$ cat src/rtl/sid_voice_sched_pkg.sv
// Shared types for the SID voice scheduler: slot/result types, voice state
// payload, chip model, scheduler states and the per-model DC offset.
package sid;

    localparam int unsigned NUM_SLOTS = 6;
    localparam int unsigned SLOT_W    = 3;
    localparam int unsigned WAV_W     = 12;
    localparam int unsigned ENV_W     = 8;
    localparam int unsigned DCA_W     = 14;
    localparam int unsigned RES_W     = 24;

    typedef logic [SLOT_W-1:0]       slot_t;
    typedef logic [7:0]              reg8_t;
    typedef logic signed [RES_W-1:0] s24_t;
    typedef logic signed [DCA_W-1:0] dca_t;

    typedef enum logic {
        MOS6581 = 1'b0,
        MOS8580 = 1'b1
    } model_e;

    typedef enum logic [1:0] {
        IDLE  = 2'd0,
        ISSUE = 2'd1,
        DRAIN = 2'd2,
        DONE  = 2'd3
    } sched_state_e;

    typedef struct packed {
        logic noise_en;
        logic pulse_en;
        logic saw_en;
        logic tri_en;
    } wave_sel_t;

    typedef struct packed {
        wave_sel_t         wave;
        logic [WAV_W-1:0]  saw_tri;
        logic [WAV_W-1:0]  pw;
        logic [7:0]        noise;
        logic [ENV_W-1:0]  env;
    } voice_i_t;

    // The 6581 DAC idles well above mid-scale; the 8580 is nearly centred.
    function automatic dca_t dc_offset(input model_e model);
        return (model == MOS6581) ? 14'sd896 : 14'sd16;
    endfunction

endpackage

$ cat src/rtl/sid_voice_sched_if.sv
// Frame-control and voice-lookup bus between the scheduler and its host.
interface sid_voice_sched_if #(
    parameter int unsigned NUM_SLOTS = sid::NUM_SLOTS
) ();

    logic          tick_i;
    sid::model_e   model_i [2];
    sid::slot_t    slot_o;
    sid::voice_i_t voice_i;
    sid::s24_t     voice_o [NUM_SLOTS];
    sid::reg8_t    osc3_o  [2];
    logic          done_o;
    logic          busy_o;
    logic          overrun_o;

    modport master (
        output tick_i, model_i, voice_i,
        input  slot_o, voice_o, osc3_o, done_o, busy_o, overrun_o
    );

    modport slave (
        input  tick_i, model_i, voice_i,
        output slot_o, voice_o, osc3_o, done_o, busy_o, overrun_o
    );

endinterface

$ cat src/rtl/sid_voice.sv
// Shared waveform + DCA datapath: one voice per cycle in, result LATENCY
// cycles later. Mixed waveforms combine by AND as on the real chip.
module sid_voice #(
    parameter int unsigned LATENCY = 1
) (
    input  logic          clk,
    input  logic          rst,
    input  sid::voice_i_t voice_i,
    input  sid::model_e   model_i,
    output sid::s24_t     voice_o,
    output sid::reg8_t    osc_o
);
    import sid::*;

    logic [WAV_W-1:0] tri_c;
    logic [WAV_W-1:0] pulse_c;
    logic [WAV_W-1:0] wav_c;
    logic             silent_c;
    dca_t             wave_s_c;
    dca_t             dca_s_c;
    s24_t             prod_c;

    s24_t  voice_pipe_q [LATENCY];
    s24_t  voice_pipe_d [LATENCY];
    reg8_t osc_pipe_q   [LATENCY];
    reg8_t osc_pipe_d   [LATENCY];

    // Waveform select, centring and envelope scaling.
    always_comb begin
        tri_c    = voice_i.saw_tri[WAV_W-1] ? ~{voice_i.saw_tri[WAV_W-2:0], 1'b0}
                                            :  {voice_i.saw_tri[WAV_W-2:0], 1'b0};
        pulse_c  = (voice_i.saw_tri >= voice_i.pw) ? 12'hFFF : 12'h000;
        silent_c = (voice_i.wave == 4'b0000);
        wav_c    = 12'hFFF;
        if (voice_i.wave.tri_en)   wav_c = wav_c & tri_c;
        if (voice_i.wave.saw_en)   wav_c = wav_c & voice_i.saw_tri;
        if (voice_i.wave.pulse_en) wav_c = wav_c & pulse_c;
        if (voice_i.wave.noise_en) wav_c = wav_c & {voice_i.noise, 4'h0};
        if (silent_c)              wav_c = 12'h000;
        // A silent voice leaves the DAC at zero; only the DC offset remains.
        wave_s_c = silent_c ? 14'sd0 : ($signed({2'b00, wav_c}) - 14'sd2048);
        dca_s_c  = wave_s_c + dc_offset(model_i);
        prod_c   = 24'(dca_s_c) * $signed({16'h0000, voice_i.env});
    end

    always_comb begin
        voice_pipe_d[0] = prod_c;
        osc_pipe_d[0]   = wav_c[WAV_W-1:WAV_W-8];
        for (int i = 1; i < int'(LATENCY); i++) begin
            voice_pipe_d[i] = voice_pipe_q[i-1];
            osc_pipe_d[i]   = osc_pipe_q[i-1];
        end
    end

    always_ff @(posedge clk) begin
        if (rst) begin
            voice_pipe_q <= '{default: '0};
            osc_pipe_q   <= '{default: '0};
        end else begin
            voice_pipe_q <= voice_pipe_d;
            osc_pipe_q   <= osc_pipe_d;
        end
    end

    assign voice_o = voice_pipe_q[LATENCY-1];
    assign osc_o   = osc_pipe_q[LATENCY-1];

endmodule

$ cat src/rtl/sid_voice_sched.sv
// Per-frame voice scheduler: walks every voice slot through the shared
// sid_voice datapath once per tick and latches the per-slot results.
module sid_voice_sched #(
    parameter int unsigned NUM_SLOTS = sid::NUM_SLOTS,
    parameter int unsigned LATENCY   = 1
) (
    input  logic                clk,
    input  logic                rst,
    sid_voice_sched_if.slave    bus
);
    import sid::*;

    localparam int unsigned CNT_W      = 8;
    localparam slot_t       LAST_SLOT  = SLOT_W'(NUM_SLOTS - 1);
    localparam logic [CNT_W-1:0] LAST_DRAIN = CNT_W'(LATENCY - 1);

    sched_state_e     state_q, state_d;
    slot_t            slot_q, slot_d;
    logic [CNT_W-1:0] drain_q, drain_d;
    logic             busy_q, busy_d;
    logic             done_q, done_d;
    logic             overrun_q, overrun_d;

    logic             issue_c;
    logic             chip_c;
    model_e           model_c;

    logic             tag_vld_q [LATENCY];
    logic             tag_vld_d [LATENCY];
    slot_t            tag_q     [LATENCY];
    slot_t            tag_d     [LATENCY];

    s24_t             voice_q [NUM_SLOTS];
    s24_t             voice_d [NUM_SLOTS];
    reg8_t            osc3_q  [2];
    reg8_t            osc3_d  [2];

    s24_t             dp_voice;
    reg8_t            dp_osc;

    // Frame sequencing; ticks that land mid-frame only raise the sticky flag.
    always_comb begin
        state_d   = state_q;
        slot_d    = '0;
        drain_d   = '0;
        overrun_d = overrun_q;
        unique case (state_q)
            IDLE: begin
                if (bus.tick_i) state_d = ISSUE;
            end
            ISSUE: begin
                if (bus.tick_i) overrun_d = 1'b1;
                if (slot_q == LAST_SLOT) state_d = DRAIN;
                else                     slot_d  = slot_q + SLOT_W'(1);
            end
            DRAIN: begin
                if (bus.tick_i) overrun_d = 1'b1;
                if (drain_q == LAST_DRAIN) state_d = DONE;
                else                       drain_d = drain_q + CNT_W'(1);
            end
            DONE: begin
                state_d = bus.tick_i ? ISSUE : IDLE;
            end
            default: state_d = IDLE;
        endcase
        busy_d = (state_d == ISSUE) || (state_d == DRAIN);
        done_d = (state_d == DONE);
    end

    assign issue_c = (state_q == ISSUE);
    assign chip_c  = (slot_q >= SLOT_W'(3));
    assign model_c = bus.model_i[chip_c];

    sid_voice #(
        .LATENCY (LATENCY)
    ) u_voice (
        .clk     (clk),
        .rst     (rst),
        .voice_i (bus.voice_i),
        .model_i (model_c),
        .voice_o (dp_voice),
        .osc_o   (dp_osc)
    );

    // Slot tag travels alongside the datapath so results land in the right slot.
    always_comb begin
        tag_vld_d[0] = issue_c;
        tag_d[0]     = slot_q;
        for (int i = 1; i < int'(LATENCY); i++) begin
            tag_vld_d[i] = tag_vld_q[i-1];
            tag_d[i]     = tag_q[i-1];
        end
    end

    always_comb begin
        voice_d = voice_q;
        osc3_d  = osc3_q;
        if (tag_vld_q[LATENCY-1]) begin
            for (int k = 0; k < int'(NUM_SLOTS); k++) begin
                if (tag_q[LATENCY-1] == SLOT_W'(k)) voice_d[k] = dp_voice;
            end
            if (tag_q[LATENCY-1] == SLOT_W'(2)) osc3_d[0] = dp_osc;
            if (tag_q[LATENCY-1] == SLOT_W'(5)) osc3_d[1] = dp_osc;
        end
    end

    always_ff @(posedge clk) begin
        if (rst) begin
            state_q   <= IDLE;
            slot_q    <= '0;
            drain_q   <= '0;
            busy_q    <= 1'b0;
            done_q    <= 1'b0;
            overrun_q <= 1'b0;
            tag_vld_q <= '{default: 1'b0};
            tag_q     <= '{default: '0};
            voice_q   <= '{default: '0};
            osc3_q    <= '{default: '0};
        end else begin
            state_q   <= state_d;
            slot_q    <= slot_d;
            drain_q   <= drain_d;
            busy_q    <= busy_d;
            done_q    <= done_d;
            overrun_q <= overrun_d;
            tag_vld_q <= tag_vld_d;
            tag_q     <= tag_d;
            voice_q   <= voice_d;
            osc3_q    <= osc3_d;
        end
    end

    assign bus.slot_o    = slot_q;
    assign bus.voice_o   = voice_q;
    assign bus.osc3_o    = osc3_q;
    assign bus.done_o    = done_q;
    assign bus.busy_o    = busy_q;
    assign bus.overrun_o = overrun_q;

endmodule

$ cat src/flat_wrapper.sv
// flat-port wrapper written by rule: the top's interface ports become plain ports
module sid_voice_sched_flat import sid::*;
#(
    parameter int unsigned NUM_SLOTS = sid::NUM_SLOTS,
    parameter int unsigned LATENCY   = 1
)
  (clk, rst, bus_tick_i, bus_model_i, bus_voice_i, bus_slot_o, bus_voice_o, bus_osc3_o, bus_done_o, bus_busy_o, bus_overrun_o);
  sid_voice_sched_if #(.NUM_SLOTS(NUM_SLOTS)) bus_i ();
  input  logic clk;
  input  logic rst;
  input wire logic [$bits(bus_i.tick_i)-1:0] bus_tick_i;
  input wire logic [$bits(bus_i.model_i)-1:0] bus_model_i;
  input wire logic [$bits(bus_i.voice_i)-1:0] bus_voice_i;
  output wire logic [$bits(bus_i.slot_o)-1:0] bus_slot_o;
  output wire logic [$bits(bus_i.voice_o)-1:0] bus_voice_o;
  output wire logic [$bits(bus_i.osc3_o)-1:0] bus_osc3_o;
  output wire logic [$bits(bus_i.done_o)-1:0] bus_done_o;
  output wire logic [$bits(bus_i.busy_o)-1:0] bus_busy_o;
  output wire logic [$bits(bus_i.overrun_o)-1:0] bus_overrun_o;
  assign bus_i.tick_i = bus_tick_i;
  assign bus_i.model_i = {>>{bus_model_i}};
  assign bus_i.voice_i = bus_voice_i;
  assign bus_slot_o = bus_i.slot_o;
  assign bus_voice_o = {>>{bus_i.voice_o}};
  assign bus_osc3_o = {>>{bus_i.osc3_o}};
  assign bus_done_o = bus_i.done_o;
  assign bus_busy_o = bus_i.busy_o;
  assign bus_overrun_o = bus_i.overrun_o;
  sid_voice_sched #(.NUM_SLOTS(NUM_SLOTS), .LATENCY(LATENCY)) u_core (.clk(clk), .rst(rst), .bus(bus_i));
endmodule
$ cat config.mk
export PLATFORM = sky130hd
export DESIGN_NAME = sid_voice_sched_flat
export DESIGN_NICKNAME = d
export VERILOG_FILES = /design/src/rtl/sid_voice_sched_pkg.sv /design/src/rtl/sid_voice_sched_if.sv /design/src/rtl/sid_voice.sv /design/src/rtl/sid_voice_sched.sv /design/src/flat_wrapper.sv
export SDC_FILE = /design/constraint.sdc
export NUM_CORES = 1
export LEC_CHECK = 0
export ABC_AREA = 1
export CORE_ASPECT_RATIO = 0.9
export CORE_MARGIN = 2
export CORE_UTILIZATION = 40
export DETAILED_ROUTE_END_ITERATION = 8
export PLACE_DENSITY = 0.71
export SLEW_MARGIN = 20
export SYNTH_ARGS = -nofsm -noshare
export SYNTH_HDL_FRONTEND = slang
export SYNTH_SLANG_ARGS = --single-unit
export TNS_END_PERCENT = 1
$ cat constraint.sdc
create_clock -name clk -period 10.1 [get_ports clk]
set_clock_uncertainty 0.2 [all_clocks]
set_input_delay 2.02 -clock clk [delete_from_list [all_inputs] [get_ports clk]]
set_output_delay 2.02 -clock clk [all_outputs]
set_load 0.01 [all_outputs]
After elaboration in Yosys (flattened, before gate mapping) --
Index checks and enable logic that the tools add are counted. Widths: inputs -> output; s select.
Cells by class: $add $sub $neg 4, $mul 1, $lt $le $gt $ge 3, eq/ne operators 12, mux-type cells 17, bitwise logic cells 7, reduce and logical (&&, ||, !) cells 15
Operator list (count):
- $mux 12 | 7
- $and 12x12->12 | 3
- $mul 14x9->23 | 1
- $add 14x11->14 | 1
- $mux 14 | 1
- $reduce_and 2->1 | 7
- $sub 12x12->13 const B | 1
- $ge 12x12->1 | 1
- $not 12->12 | 1
- $mux 10 | 1
- $eq 3x3->1 const B | 3
- $add 8x1->8 const B | 1
- $eq 2x2->1 const B | 4
- $logic_not 8->1 | 1
- $pmux 2 s4 | 1
- $eq 3x2->1 const B | 2
- $mux 2 | 3
- $reduce_or 3->1 | 2
- $eq 2x1->1 const B | 2
- $logic_not 4->1 | 1
- $mux 1 | 4
- $add 3x1->3 const B | 1
- $eq 3x1->1 const B | 1
- $ge 3x2->1 const B | 1
- other kinds (7) | 8
Word-level totals: bits in registers 212, input bits 49, output and inout port bits 166, word-level logic and storage cells 77

Logic depth before layout (Yosys ltp) --
Gate-level depths: netlist of the first run.
depth after elaboration 14, depth in mapped cells 38, gate-level depth less buffers 38

Modules after synthesis --
A second synthesis of the first run with hierarchy kept.
Unflattened totals: cell total of the unflattened synthesis 1645, area total of the unflattened synthesis 12578.3 sq um
Modules (own cells, without submodules):
- sid_voice_sched | times used 1, cells an instance 819, area each 6448.7 sq um, sequential area each 3603.5 sq um
- sid_voice | times used 1, cells an instance 826, area each 6129.6 sq um, sequential area each 620.6 sq um

Worst setup path after synthesis of the first run --
OpenSTA, ideal clock, no wires.
path kind input to register, from input port bus_voice_i[27], to register u_core.u_voice.voice_pipe_q, in the netlist u_core.u_voice.voice_o[21], setup time 0.070 ns, arrival 7.721 ns, data required time 9.830 ns, setup slack 2.109 ns, stages 31, buffers on the path 1, path through inv_1 > ha_1 > nand2_1 > nor2_1 > and2_1 > nand2_1 > nand3_2 > inv_2 > nor3_1 > ha_1 > a21oi_1 > o21ai_0 > nand2_1 > o21ai_1 > nand2_1 > buf_4 > nand3_1 > fa_1 > fa_1 > inv_1 > fa_1 > inv_1 > fa_1 > inv_1 > ha_1 > inv_1 > nor4_1 > nand3_1 > nand3_1 > o21ai_0 > a21oi_1
On the way: longest elaborated chain between the ends 11
RTL lines:
- start: declaration | RTL line flat_wrapper.sv:13 | input wire logic [$bits(bus_i.voice_i)-1:0] bus_voice_i;
- $ge 12x12->1 * | RTL line sid_voice.sv:32 | pulse_c = (voice_i.saw_tri >= voice_i.pw) ? 12'hFFF : 12'h000;
- $mux 12 * | RTL line sid_voice.sv:32
- $and 12x12->12 * | RTL line sid_voice.sv:37 | if (voice_i.wave.pulse_en) wav_c = wav_c & pulse_c;
- $mux 12 * | RTL line sid_voice.sv:37
- $and 12x12->12 | RTL line sid_voice.sv:38 | if (voice_i.wave.noise_en) wav_c = wav_c & {voice_i.noise, 4'h0};
- $mux 12 * | RTL line sid_voice.sv:38
- $mux 12 * | RTL line sid_voice.sv:39 | if (silent_c) wav_c = 12'h000;
- via u_core.u_voice.wav_c[9] | RTL line sid_voice.sv:17 | logic [WAV_W-1:0] wav_c;
- $sub 12x12->13 * | RTL line sid_voice.sv:41 | wave_s_c = silent_c ? 14'sd0 : ($signed({2'b00, wav_c}) - 14'sd2048);
- $mux 14 * | RTL line sid_voice.sv:41
- $add 14x11->14 * | RTL line sid_voice.sv:42 | dca_s_c = wave_s_c + dc_offset(model_i);
- $mul 14x9->23 * | RTL line sid_voice.sv:43 | prod_c = 24'(dca_s_c) * $signed({16'h0000, voice_i.env});
- end signal: assignment | RTL line sid_voice.sv:60 | voice_pipe_q <= voice_pipe_d;
- end: declaration | RTL line sid_voice.sv:23 | s24_t voice_pipe_q [LATENCY];
Mark *: on every way through the listed nets, which the timed path passes. The rest lies on a longest branch. A chain may end at the register's enable or synchronous reset.

Final worst setup path of the first run --
from input port bus_voice_i[39], to register u_core.u_voice.voice_pipe_q, in the netlist u_core.u_voice.voice_o[21]
On the way: longest elaborated chain between the ends 13, elaborated cells on any way between the ends 15, classes of those cells add/sub: 2; mul: 1; order compare: 1; mux: 8; bitwise: 3
RTL lines (RTL line):
- branches (longest 5 deep; another with $ge 12x12->1)
- $mux 12 * | sid_voice.sv:37
- $and 12x12->12 | sid_voice.sv:38
- $mux 12 * | sid_voice.sv:38
- $mux 12 * | sid_voice.sv:39
- via u_core.u_voice.wav_c[9] | sid_voice.sv:17
- $sub 12x12->13 * | sid_voice.sv:41
- $mux 14 * | sid_voice.sv:41
- $add 14x11->14 * | sid_voice.sv:42
- $mul 14x9->23 * | sid_voice.sv:43
Mark *: on every way through the listed nets, which the timed path passes.

==> summary.md, run 1 <==
| Metric | Value |
|---|---|
| Lkg Pwr | `7.278 nW` |
| Starting Density | `0.4089` |
| Synth warn | `0` |
| Post-Syn Area per Cell | `between 7 and 8 um2` |
| Vias in the first global route | `10790` |
| CP required | `10.32 ns` |
| Worst skew pair latency | `0.49 ns` |
| Largest family of logic cells by synthesized area | `adder cells` |
| Most frequent cells in the layout | `nor2_1, inv_1, clkdlybuf4s50_1` |
| Total core area | `0.03003 mm2` |
| Total power | `0.003734 W` |
| Vias per cell | `around 5.0` |
| Overall die width | `188.7 um` |
| WS Path Type | `primary input to register` |
| Max Cap Viol | `0` |
| Pwr dens | `roughly 240 mW/mm2` |
| Compound-Gate Fraction of Synth Area | `0.1204` |
| Detailed placer's ending HPWL | `about 26000 um` |
| Clk root buf | `clkbuf_16` |
| Clk slew on worst S/H paths | `0.06 ns` |
| Post-Synth Simple-Gate Area | `0.2069` |
| I/O pin count | `215` |
| Sequential fraction of the synthesis area | `0.3343` |
| Synth async-reset ratio | `0` |
| Status | `finished, final reports clean` |
| Post-synthesis adder-cell area fraction | `0.2215` |
| Gpl congestion | `0.8933` |
| Fin Setup TNS | `0 ns` |
| Crit-path max cell delay | `~0.62 ns` |
| Ys flop type | `dfxtp_1` |
| Area delta synth->final | `25.00%` |
| Syn Inst Count | `1617` |
| Initial drt markers | `770` |
| Synth cell types | `43` |
| Die H | `170.2 um` |
| Mux share of post-synthesis cell area | `0` |
| Post-CTS Setup Bufs | `0` |
| Final min period | `9.187 ns` |
| Synthesized flop and latch total | `approximately 200` |
| Clock Sinks | `205` |
| Syn nets | `1830` |
| Worst vdd ir | `~0.22 mV` |
| Layout cells sized above 1 | `0.04155` |
| Synth Area in XOR/XNOR | `0.01070` |
| Critical path arrival | `9.41 ns` |
| Max_slew headroom | `0.3200` |
| Std cell rows | `60` |
| Clock buffer depth | `3` |
| Finished Layout Cells | `roughly 2200` |
| Worst Path Max Fanout | `12` |
| WL final | `about 34000 um` |
| Post-CTS sizing | `0` |
| R2R depth | `28` |
| Least-Margin Pin Slew | `1.014 ns` |
| Hold buffer count at cts | `0` |
| WHS Path Cells | `2` |
| EDFF count, synth | `0` |
| Slowest-stage cell, CP | `fa_1` |
| IO Port Bufs | `214` |
| Initial antenna violation count | `0` |
| Critical Path End Type | `register` |
| Grt total ovfl | `0` |
| CTS H-tree lvls | `1` |
| Final Hold Fails | `0` |
| RSZ-0062 raised after global routing | `no` |
| Final ANT Viol Nets | `0` |
| TritonCTS clock tree | `done` |
| Post-Syn Area | `0.01228 mm2` |
| # diodes | `0` |
| DRT Pass-1 Iters | `5` |
| Final setup viols | `0` |
| Hold_ws | `0.2439 ns` |
| Nets | `around 2000` |
| Worst Hold Class | `register to register` |
| CP startpoint kind | `primary input` |
| Placed insts | `2171` |
| Mean routed wirelength per cell | `15.26 um` |
| GRT Util Overall | `0.2108` |
| Most common cell after layout, fill and taps aside | `nor2_1` |
| Global-route wire length before repair | `55110 um` |
| CTS Buf Count | `21` |
| Final-report max-slew violation count | `0` |
| Largest net degree at the start of global routing | `128` |
| Via count | `11060` |
| # DRC | `0` |
| Die Area | `between 0.03 and 0.04 mm2` |
| Period utilisation layout | `0.9096` |
| Max frequency | `~110 MHz` |
==> path summary, 6_finish.rpt <==
check / slack (ns) / from / end
hold / removal: 0.24 / u_core.bus.voice_o[53]$_SDFFE_PP0P_ / u_core.bus.voice_o[53]$_SDFFE_PP0P_
setup / recovery: 0.91 / bus_voice_i[39] / u_core.u_voice.voice_o[21]$_SDFF_PP0_
hold reg to reg: 0.24 / u_core.bus.voice_o[53]$_SDFFE_PP0P_ / u_core.bus.voice_o[53]$_SDFFE_PP0P_
setup reg to reg: 2.94 / u_core.bus.slot_o[0]$_SDFF_PP0_ / u_core.u_voice.voice_o[21]$_SDFF_PP0_
==> synth_stat cells (7+ instances only) <==
master | instances | share of area
a21oi_1 | 74 | 0.030
buf_4 | 7 | 0.0043
clkbuf_1 | 56 | 0.017
dfxtp_1 | 205 | 0.33
fa_1 | 89 | 0.15
ha_1 | 75 | 0.076
inv_1 | 253 | 0.077
inv_2 | 7 | 0.0021
nand2_1 | 130 | 0.040
nand3_1 | 48 | 0.020
nand3_2 | 7 | 0.0057
nor2_1 | 388 | 0.12
nor3_1 | 15 | 0.0061
o21ai_0 | 187 | 0.076
==> report_power, final <==
group | internal [W] | switching (W) | leakage, nW
clock network | 0.000440 | 0.000310 | 0.328
registers | 0.000864 | 0.0000960 | 1.66
logic | 0.000729 | 0.00129 | 5.29
==> routing by layer <==
metal	wire [um]	vias to the layer above	global-route usage
met5	0	-	0
met3	2333	50	0.02083
met2	15630	395	0.3665
met1	14990	5233	0.2811
met4	729	0	0.05503
li1	-	5382	-
==> stage by stage <==
step,worst slack (ns),cell area [um2],utilization
floorplan,2.109,12280,-
global placement,0.7960,14680,0.4888
detailed placement,0.5146,14680,0.4888
CTS,0.9960,15350,0.5111
global route,0.2366,15350,0.5111
finish,0.9131,15350,0.5111
==> cell type report <==
type / instances / area (um2)
flip-flops and latches: 205 / 4104
multi-input cells: 1079 / 6879
repair buffers: 223 / 2210
well taps: 403 / 504.2
clock buffers: 30 / 599.3
fillers: 2934 / 14680
clock inverters: 7 / 70.07
inverters: 261 / 980.9
==> worst max-delay path, delay by kind of cell <==
family | cells | cell delay [ns]
AOI/OAI and AO/OA | 5 | 0.74
adders and majority gates | 7 | 3.34
and+or+nand+nor | 12 | 2.28
buffers and inverters | 6 | 1.00
==> registers in the layout (all words and copies together), names as in the netlist <==
register / count
u_core.bus.done_o: 1
u_core.u_voice.osc_o: 8
u_core.bus.busy_o: 1
u_core.u_voice.voice_o: 23
u_core.state_q: 2
u_core.tag_q: 3
u_core.bus.overrun_o: 1
u_core.bus.voice_o: 138
u_core.tag_vld_q: 1
u_core.drain_q: 8
u_core.bus.slot_o: 3
u_core.bus.osc3_o: 16
==> cells by family (layout without fill, tap and decap cells) <==
kind of cell / after synthesis / after routing
AOI/OAI and AO/OA: 284 / 284
xor gates and xnor gates: 12 / 12
adders and majority gates: 164 / 164
buffers and inverters: 333 / 521
DFF: 205 / 205
and+or+nand+nor: 619 / 619
Power figures use the tool's default switching activity.
==> inputs of run 2 (changes only) <==
--- a/config.mk
+++ b/config.mk
@@ -9,6 +9,7 @@
 export CORE_ASPECT_RATIO = 0.9
 export CORE_MARGIN = 2
 export CORE_UTILIZATION = 40
+export CTS_CLUSTER_SIZE = 20
 export DETAILED_ROUTE_END_ITERATION = 8
 export PLACE_DENSITY = 0.71
 export SLEW_MARGIN = 20
==> results of run 2 <==
Final layout, timing and power as in run 1 (identical DEF).
==> inputs of run 3 (changes only) <==
--- a/config.mk
+++ b/config.mk
@@ -7,7 +7,6 @@
 export LEC_CHECK = 0
 export ABC_AREA = 1
 export CORE_ASPECT_RATIO = 0.9
-export CORE_MARGIN = 2
 export CORE_UTILIZATION = 40
 export CTS_CLUSTER_SIZE = 20
 export DETAILED_ROUTE_END_ITERATION = 8
==> summary.md, run 3 (synthesis results as in run 1) <==
| Metric | Value |
|---|---|
| Most frequent cells in the layout | `nor2_1, inv_1, clkdlybuf4s50_1` |
| Global-route wire length before repair | `54530 um` |
| Final min period | `9.043 ns` |
| Final setup viols | `0` |
| Via count | `between 10000 and 15000` |
| Clock Sinks | `205` |
| Clk slew on worst S/H paths | `0.07 ns` |
| Max frequency | `110.6 MHz` |
| Initial drt markers | `829` |
| Std cell rows | `60` |
| R2R depth | `28` |
| RSZ-0062 raised after global routing | `no` |
| Starting Density | `0.4089` |
| Largest net degree at the start of global routing | `88` |
| Clk root buf | `clkbuf_16` |
| Post-CTS Setup Bufs | `0` |
| Layout cells sized above 1 | `0.04107` |
| Final ANT Viol Nets | `0` |
| Grt total ovfl | `0` |
| Crit-path max cell delay | `approximately 0.62 ns` |
| Critical Path End Type | `register` |
| # DRC | `0` |
| CTS H-tree lvls | `1` |
| Pwr dens | `243.6 mW/mm2` |
| Detailed placer's ending HPWL | `around 25000 um` |
| Max Cap Viol | `0` |
| Post-CTS sizing | `0` |
| Lkg Pwr | `7.282 nW` |
| I/O pin count | `215` |
| Area delta synth->final | `25.04%` |
| Least-Margin Pin Slew | `1.111 ns` |
| Clock buffer depth | `3` |
| Initial antenna violation count | `0` |
| Hold buffer count at cts | `0` |
| CP startpoint kind | `primary input` |
| IO Port Bufs | `214` |
| Vias in the first global route | `10660` |
| WS Path Type | `primary input to register` |
| # diodes | `0` |
| Worst skew pair latency | `0.50 ns` |
| CTS Buf Count | `20` |
| Period utilisation layout | `0.8954` |
| Overall die width | `186.7 um` |
| Most common cell after layout, fill and taps aside | `nor2_1` |
| Reg2reg end | `u_core.u_voice.voice_o[21]$_SDFF_PP0_` |
| Die Area | `between 0.03 and 0.04 mm2` |
| WL final | `33520 um` |
| Sink of the worst hold path | `u_core.bus.voice_o[54]$_SDFFE_PP0P_` |
| Worst Hold Class | `register to register` |
| TritonCTS clock tree | `done` |
| Gpl congestion | `0.9169` |
| Final Hold Fails | `0` |
| Worst r2r src | `u_core.bus.slot_o[0]$_SDFF_PP0_` |
| Total core area | `0.03003 mm2` |
| Internal reg-to-reg setup slack | `approximately 3 ns` |
| Max reg flops | `138` |
| Critical Path Start | `bus_voice_i[39]` |
| Worst vdd ir | `roughly 0.21 mV` |
| Critical path arrival | `9.27 ns` |
| Slowest-stage cell, CP | `fa_1` |
| Status | `finished, final reports clean` |
| Hold_ws | `0.2450 ns` |
| Vias per cell | `5.035` |
| Mean routed wirelength per cell | `roughly 15 um` |
| Final Core Density | `0.5113` |
| WHS Path Cells | `2` |
| DRT Pass-1 Iters | `5` |
| GRT Util Overall | `0.2127` |
| Min-delay src | `u_core.bus.voice_o[54]$_SDFFE_PP0P_` |
| CP required | `10.33 ns` |
| Max_slew headroom | `0.2583` |
| Nets | `between 2000 and 2500` |
| Fin Setup TNS | `0 ns` |
| Die H | `around 170 um` |
| Worst Path Max Fanout | `12` |
| Final-report max-slew violation count | `0` |
## run 3: routing by layer
layer | global-route usage | vias to the layer above | wire length, um
met5 | 0 | - | 0
met4 | 0.05773 | 0 | 720
met3 | 0.02564 | 47 | 2524
met2 | 0.3616 | 414 | 15460
met1 | 0.2852 | 5270 | 14810
li1 | - | 5372 | -
## run 3: stage by stage
step	worst slack, ns	area [um2]	total power, W	cells
finish	1.057	15350	0.003740	2205
CTS	1.117	15350	0.003766	2205
floorplan	2.109	12280	0.002454	1617
global route	0.4670	15350	0.004116	2205
global placement	0.8771	14660	0.002969	2169
detailed placement	0.5949	14660	0.002981	2169
## run 3: how the worst max path moves through the flow
stage | depth (start not counted) | slack, ns | endpoint
floorplan | 31 | 2.11 | u_core.u_voice.voice_o[21]$_SDFF_PP0_
global placement | 31 | 0.88 | u_core.u_voice.voice_o[22]$_SDFF_PP0_
detailed placement | 31 | 0.59 | u_core.u_voice.voice_o[22]$_SDFF_PP0_
CTS | 30 | 1.12 | u_core.u_voice.voice_o[21]$_SDFF_PP0_
global route | 32 | 0.47 | u_core.u_voice.voice_o[21]$_SDFF_PP0_
finish | 30 | 1.06 | u_core.u_voice.voice_o[21]$_SDFF_PP0_
## run 3: final cells by class
cell class / count / area (um2)
Clock buffer: 30 / 598.1
Inverter: 261 / 980.9
Clock inverter: 6 / 91.34
Multi-Input combinational cell: 1079 / 6879
Sequential cell: 205 / 4104
Timing Repair Buffer: 221 / 2195
Fill cell: 2874 / 14680
Tap cell: 403 / 504.2
## run 3: worst max-delay path: cells and delay by family
family | cells | cell delay, ns
compound gates | 5 | 0.76
simple gates | 12 | 2.17
fa+ha+maj | 7 | 3.31
buf+inv | 6 | 0.99
## run 3: power breakdown
group	internal, W	switching (W)	leakage, nW	total [W]
Clock	0.000462	0.000312	0.341	0.000774
Combinational	0.000725	0.00128	5.28	0.00200
Sequential	0.000864	0.0000995	1.66	0.000964
Total	0.00205	0.00169	7.28	0.00374
